`src/rtl/moravec_pkg.sv`:
```
// Shared constants and types for the Moravec corner-FF window driver.
// The neighbour walk order and the FSM encoding live here so every user agrees on them.
package moravec_pkg;

   localparam int PIX_W   = 8;
   localparam int E_W     = 14;
   localparam int N_NEIGH = 8;

   localparam logic [E_W-1:0] E_INIT = '1;

   // Row-major 3x3 positions visited in order; the centre (4) is never a target.
   localparam logic [3:0] NEIGH_IDX [N_NEIGH] = '{
      4'd0, 4'd1, 4'd2, 4'd3, 4'd5, 4'd6, 4'd7, 4'd8
   };

   typedef enum logic [2:0] {
      IDLE = 3'd0,
      SYNC = 3'd1,
      REQ  = 3'd2,
      REL  = 3'd3,
      DONE = 3'd4
   } state_t;

endpackage

```
`src/rtl/moravec_window_driver.sv`:
```
// Initiator for the Moravec min-SSD flip-flop: walks the 8 neighbours of one 3x3 window
// through a 4-phase start/Q handshake, chaining Eout back into inE, and reports the minimum.
module moravec_window_driver #(
   parameter int PIX_W   = moravec_pkg::PIX_W,
   parameter int E_W     = moravec_pkg::E_W,
   parameter int TIMEOUT = 64
) (
   input  logic               clk,
   input  logic               rst,
   input  logic               win_valid,
   output logic               win_ready,
   input  logic [9*PIX_W-1:0] win_pix,
   input  logic [E_W-1:0]     threshold,
   output logic               ff_start,
   output logic [PIX_W-1:0]   ff_center,
   output logic [PIX_W-1:0]   ff_target,
   output logic [E_W-1:0]     ff_e,
   input  logic               ff_q,
   input  logic [E_W-1:0]     ff_eout,
   output logic               res_valid,
   input  logic               res_ready,
   output logic [E_W-1:0]     res_min_e,
   output logic               res_corner,
   output logic               res_error
);
   import moravec_pkg::*;

   localparam int              TW       = $clog2(TIMEOUT + 1);
   localparam logic [E_W-1:0]  E_START  = {E_W{1'b1}};
   localparam logic [TW-1:0]   TMO_LAST = TW'(TIMEOUT - 1);
   localparam logic [2:0]      IDX_LAST = 3'd7;

   state_t           state;
   state_t           state_nxt;
   logic [PIX_W-1:0] pix_q [9];
   logic [E_W-1:0]   thr_q;
   logic [E_W-1:0]   e_acc;
   logic [2:0]       idx;
   logic             err_q;
   logic [TW-1:0]    tmo_cnt;

   logic             accept;
   logic             waiting;
   logic             tmo_hit;
   logic             tmo_fire;

   assign accept  = (state == IDLE) && win_valid;
   assign waiting = (state == SYNC) || (state == REQ) || (state == REL);
   assign tmo_hit = waiting && (tmo_cnt == TMO_LAST);

   // Handshake progress always wins over a timeout expiring in the same cycle.
   always_comb begin
      // NOTE: every combinational output gets a default first so no path can infer a latch.
      state_nxt = state;
      tmo_fire  = 1'b0;
      case (state)
         IDLE: begin
            if (win_valid) state_nxt = SYNC;
         end
         SYNC: begin
            if (!ff_q) begin
               state_nxt = REQ;
            end else if (tmo_hit) begin
               state_nxt = DONE;
               tmo_fire  = 1'b1;
            end
         end
         REQ: begin
            if (ff_q) begin
               state_nxt = REL;
            end else if (tmo_hit) begin
               state_nxt = DONE;
               tmo_fire  = 1'b1;
            end
         end
         REL: begin
            if (!ff_q) begin
               state_nxt = (idx == IDX_LAST) ? DONE : REQ;
            end else if (tmo_hit) begin
               state_nxt = DONE;
               tmo_fire  = 1'b1;
            end
         end
         DONE: begin
            if (res_ready) state_nxt = IDLE;
         end
         default: state_nxt = IDLE;
      endcase
   end

   always_ff @(posedge clk or posedge rst) begin
      if (rst) begin
         state   <= IDLE;
         // NOTE: the pixel array is reset because it drives ff_center/ff_target directly,
         // which must read zero while in reset.
         for (int k = 0; k < 9; k++) pix_q[k] <= '0;
         thr_q   <= '0;
         e_acc   <= '0;
         idx     <= '0;
         err_q   <= 1'b0;
         tmo_cnt <= '0;
      end else begin
         // NOTE: non-blocking assignments keep every register update on the same edge snapshot.
         state <= state_nxt;

         if ((state_nxt != state) || !waiting) tmo_cnt <= '0;
         else                                  tmo_cnt <= tmo_cnt + 1'b1;

         if (accept) begin
            for (int k = 0; k < 9; k++) pix_q[k] <= win_pix[k*PIX_W +: PIX_W];
            thr_q <= threshold;
            e_acc <= E_START;
            idx   <= '0;
            err_q <= 1'b0;
         end

         if ((state == REQ) && ff_q) e_acc <= ff_eout;

         if ((state == REL) && !ff_q && (idx != IDX_LAST)) idx <= idx + 3'd1;

         if (tmo_fire) err_q <= 1'b1;
      end
   end

   // FF inputs are straight from registers, so they stay stable for the whole request phase.
   assign win_ready  = (state == IDLE) && !rst;
   assign ff_start   = (state == REQ);
   assign ff_center  = pix_q[4];
   assign ff_target  = pix_q[NEIGH_IDX[idx]];
   assign ff_e       = e_acc;

   assign res_valid  = (state == DONE);
   assign res_min_e  = res_valid ? e_acc : '0;
   assign res_corner = res_valid && (e_acc > thr_q);
   assign res_error  = res_valid && err_q;

endmodule

```
`config.mk`:
```
export PLATFORM = sky130hd
export DESIGN_NAME = moravec_window_driver
export DESIGN_NICKNAME = d
export VERILOG_FILES = /design/src/rtl/moravec_pkg.sv /design/src/rtl/moravec_window_driver.sv
export SDC_FILE = /design/constraint.sdc
export NUM_CORES = 1
export LEC_CHECK = 0
export ABC_AREA = 1
export BUFFER_PORTS_ARGS = -buffer_cell sky130_fd_sc_hd__buf_2
export CAP_MARGIN = 40
export CORE_UTILIZATION = 49
export CTS_BUF_LIST = sky130_fd_sc_hd__clkbuf_8
export DETAILED_ROUTE_END_ITERATION = 6
export GPL_ROUTABILITY_DRIVEN = 0
export PLACE_DENSITY = 0.87
export SLEW_MARGIN = 15
export SYNTH_ARGS = -nofsm -noshare
export SYNTH_HDL_FRONTEND = slang
export SYNTH_SLANG_ARGS = --single-unit
```
`constraint.sdc`:
```
create_clock -name clk -period 3.6 [get_ports clk]
set_input_delay 0.54 -clock clk [delete_from_list [all_inputs] [get_ports clk]]
set_output_delay 0.54 -clock clk [all_outputs]
set_load 0.1 [all_outputs]
```
==> results.toml <==
[yosys]
postSynth.asyncResetShare_pct = 100.0
avgSynthCellArea_um2 = 7.940
synth_area_mm2 = 0.005741
syn_inst = 723
synthesis.nets = 846
synth_edf_count = 0
synth.distinct_cells = 28
yosysWarnings = 0
synth_seq_cells = 114
synth_top_area_share_pct = 49.69
synth_area_leaders = "dfrtp_1, nand2_1, o21ai_0"
synth_ff_type = "dfrtp_1"
ys_seq_area_share_pct = 49.69
yosys.area.top_type = "dfrtp_1"

[grt]
gr-total-overflow = 0
grt_max_degree = 77
grt_pass1_wl_mm = 23.00
antenna_found_initial = 0
track_usage_pct = 25.10
grt_pass1_vias = 4960

[sta]
finalSetupViolCount = 0
finClkSkew_ns = 0.008937
whs_ns = 0.1861
fmax_mhz = 302.6
layout_min_cycle_time_ns = 3.305
period_share_pct = 91.80
slew_violations = 0
slew_headroom_pct = 47.87
worst_slack_ns = 0.2951
tightestPinTransition_ns = 0.7818
rsz0062_at_grt = "false"
hold_viol = 0

[cells_and_area]
seqCellArea_mm2 = 0.002853
drive_gt1_share_pct = 24.14
post-route-util_pct = 60.79
nNetsFinal = 984
fillerInstances = 1026
syn_to_final_growth_pct = 20.92
diodes = 0
multi_input_area_mm2 = 0.002300

[worst_setup_path]
rr_startpoint = "idx[0]"
cp_max_fo = 18
path_cells = "ha_1 -> nand2_1 -> o21ai_2 -> inv_2 -> o211ai_1 -> o211ai_1 -> nand3_1 -> nand2_1 -> buf_2"
worstSetupStartpointType = "flip-flop"
endpoint_kind = "primary output"
slowest_delay_ns = 0.44
critical_path_class = "reg2out"
startpoint = "idx[0]"
cp_data_required_time_ns = 3.06
critPathArrivalTime_ns = 2.76
worst-path-buf-inv = 2
cp_top_family = "buffers and inverters"
cp_slowest_cell = "dfrtp_1"

[placement]
preCtsSetupSlack_ns = 0.6477
dpl.hpwl_mm = 10.19
io_buffer_count = 153

[floorplanning]
top_level_ports = 154
fp.dieH_um = 110.2
die_area_mm2 = 0.01215
num_rows = 39
start_util_pct = 50.27
die_w_um = 110.2
core-area_mm2 = 0.01142

[job]
maxCapViolCount = 0

[clock_tree]
clock-root-buffer = "clkbuf_8"
postCtsSetupRepairBufs = 0
clk_pin_slew_ns = 0.07
ctsHtreeMaxLevel = 4
clk_latency_ns = 0.43
cts_buffers = 17
cts_buffer_depth = 2
cts_tree = "built"
clock-sinks = 114

[run_status]
status = "completed"

[detailed_routing]
totalWireLength_mm = 14.42
final_antenna_net_count = 0
vias_per_cell = 5.123
first_pass_iters = 5
vias = 5210
drt_iter0_drc = 391
drc = 0
routedWlPerCell_um = 14.18

[hold_path]
min-delay-path-class = "in2async"
[flip-flops by register name, summed over array words and instances (netlist names)]
name and count:
pix_q 64, ff_e 14, thr_q 14, ff_center 8, tmo_cnt 7, idx 3, state 3, err_q 1
[synthesized netlist by cell type (3+ instances only)]
master and n:
o211ai_1 31, clkbuf_1 4, xor2_1 3, nand2_1 216, nand3_1 28, o21ai_0 75, nand3_2 3, buf_2 24
inv_1 94, nor2_1 52, a21oi_1 24, ha_1 18, nor3_1 3, nor2_2 3, buf_4 9, inv_2 7
dfrtp_1 114
[cell type report]
type                       instances  area share (%)
sequential                       114           41.10
multi-input combinational        468           33.13
timing repair buffer             158           11.75
inverter                         102           5.570
clock buffer                      20           3.965
tap                              143           2.578
clock inverter                    12           1.911
[through the flow]
stage | area, µm² | cells | setup TNS, ns
2_1_floorplan | 5747 | 723 | -2.114
3_3_place_gp | 6520 | 985 | 0
3_5_place_dp | 6520 | 985 | 0
4_1_cts | 6928 | 1017 | 0
5_1_grt | 6942 | 1017 | 0
6_report | 6942 | 1017 | 0
[cell usage in the layout, fill, tap and decap left out, types with 20 or more instances in the layout]
master    count
a21oi_1      23
o21ai_0      75
o211ai_1     31
buf_2       153
inv_1        93
nand3_1      28
dfrtp_1     114
nand2_1     216
clkbuf_8     20
nor2_1       51
[cells by family (layout without fill, tap and decap cells)]
group | count (synthesis) | count (layout) | synth area share [%]
simple gates | 310 | 310 | 21.73
buf+inv | 141 | 292 | 10.59
compound gates | 135 | 135 | 13.30
flops | 114 | 114 | 49.69
fa+ha+maj | 18 | 18 | 3.923
xor+xnor | 5 | 5 | 0.7630
[final timing paths]
| kind | cells after the start | slack [ns] | endpoint |
|---|---|---|---|
| max | 9 | 0.30 | ff_target[5] |
| min | 2 | 0.19 | err_q |
| max reg2reg | 11 | 1.49 | tmo_cnt[4] |
| min reg2reg | 1 | 0.46 | tmo_cnt[0] |
| max in group asynchronous | 3 | 2.65 | pix_q[5] |
| min in group clk | 3 | 0.31 | pix_q[23] |
[timing repair]
action                                 in CTS  in global routing
hold buffers                                0                  0
endpoints found under the hold margin       0                  0
setup endpoints to repair                   0                  1
gates resized for setup                     0                  2
[routing by layer]
layer | up-vias | share of wire [%] | track usage (%)
met1 | 2409 | 44 | 32.59
met4 | 0 | 2.4 | 10.71
li1 | 2557 | - | -
met5 | - | 0 | 0
met2 | 214 | 46 | 39.64
met3 | 30 | 7.1 | 6.820
Power is left out: the tool's default activity adds up to more than one toggle a clock period on the data nets, which glitch-free logic cannot reach.
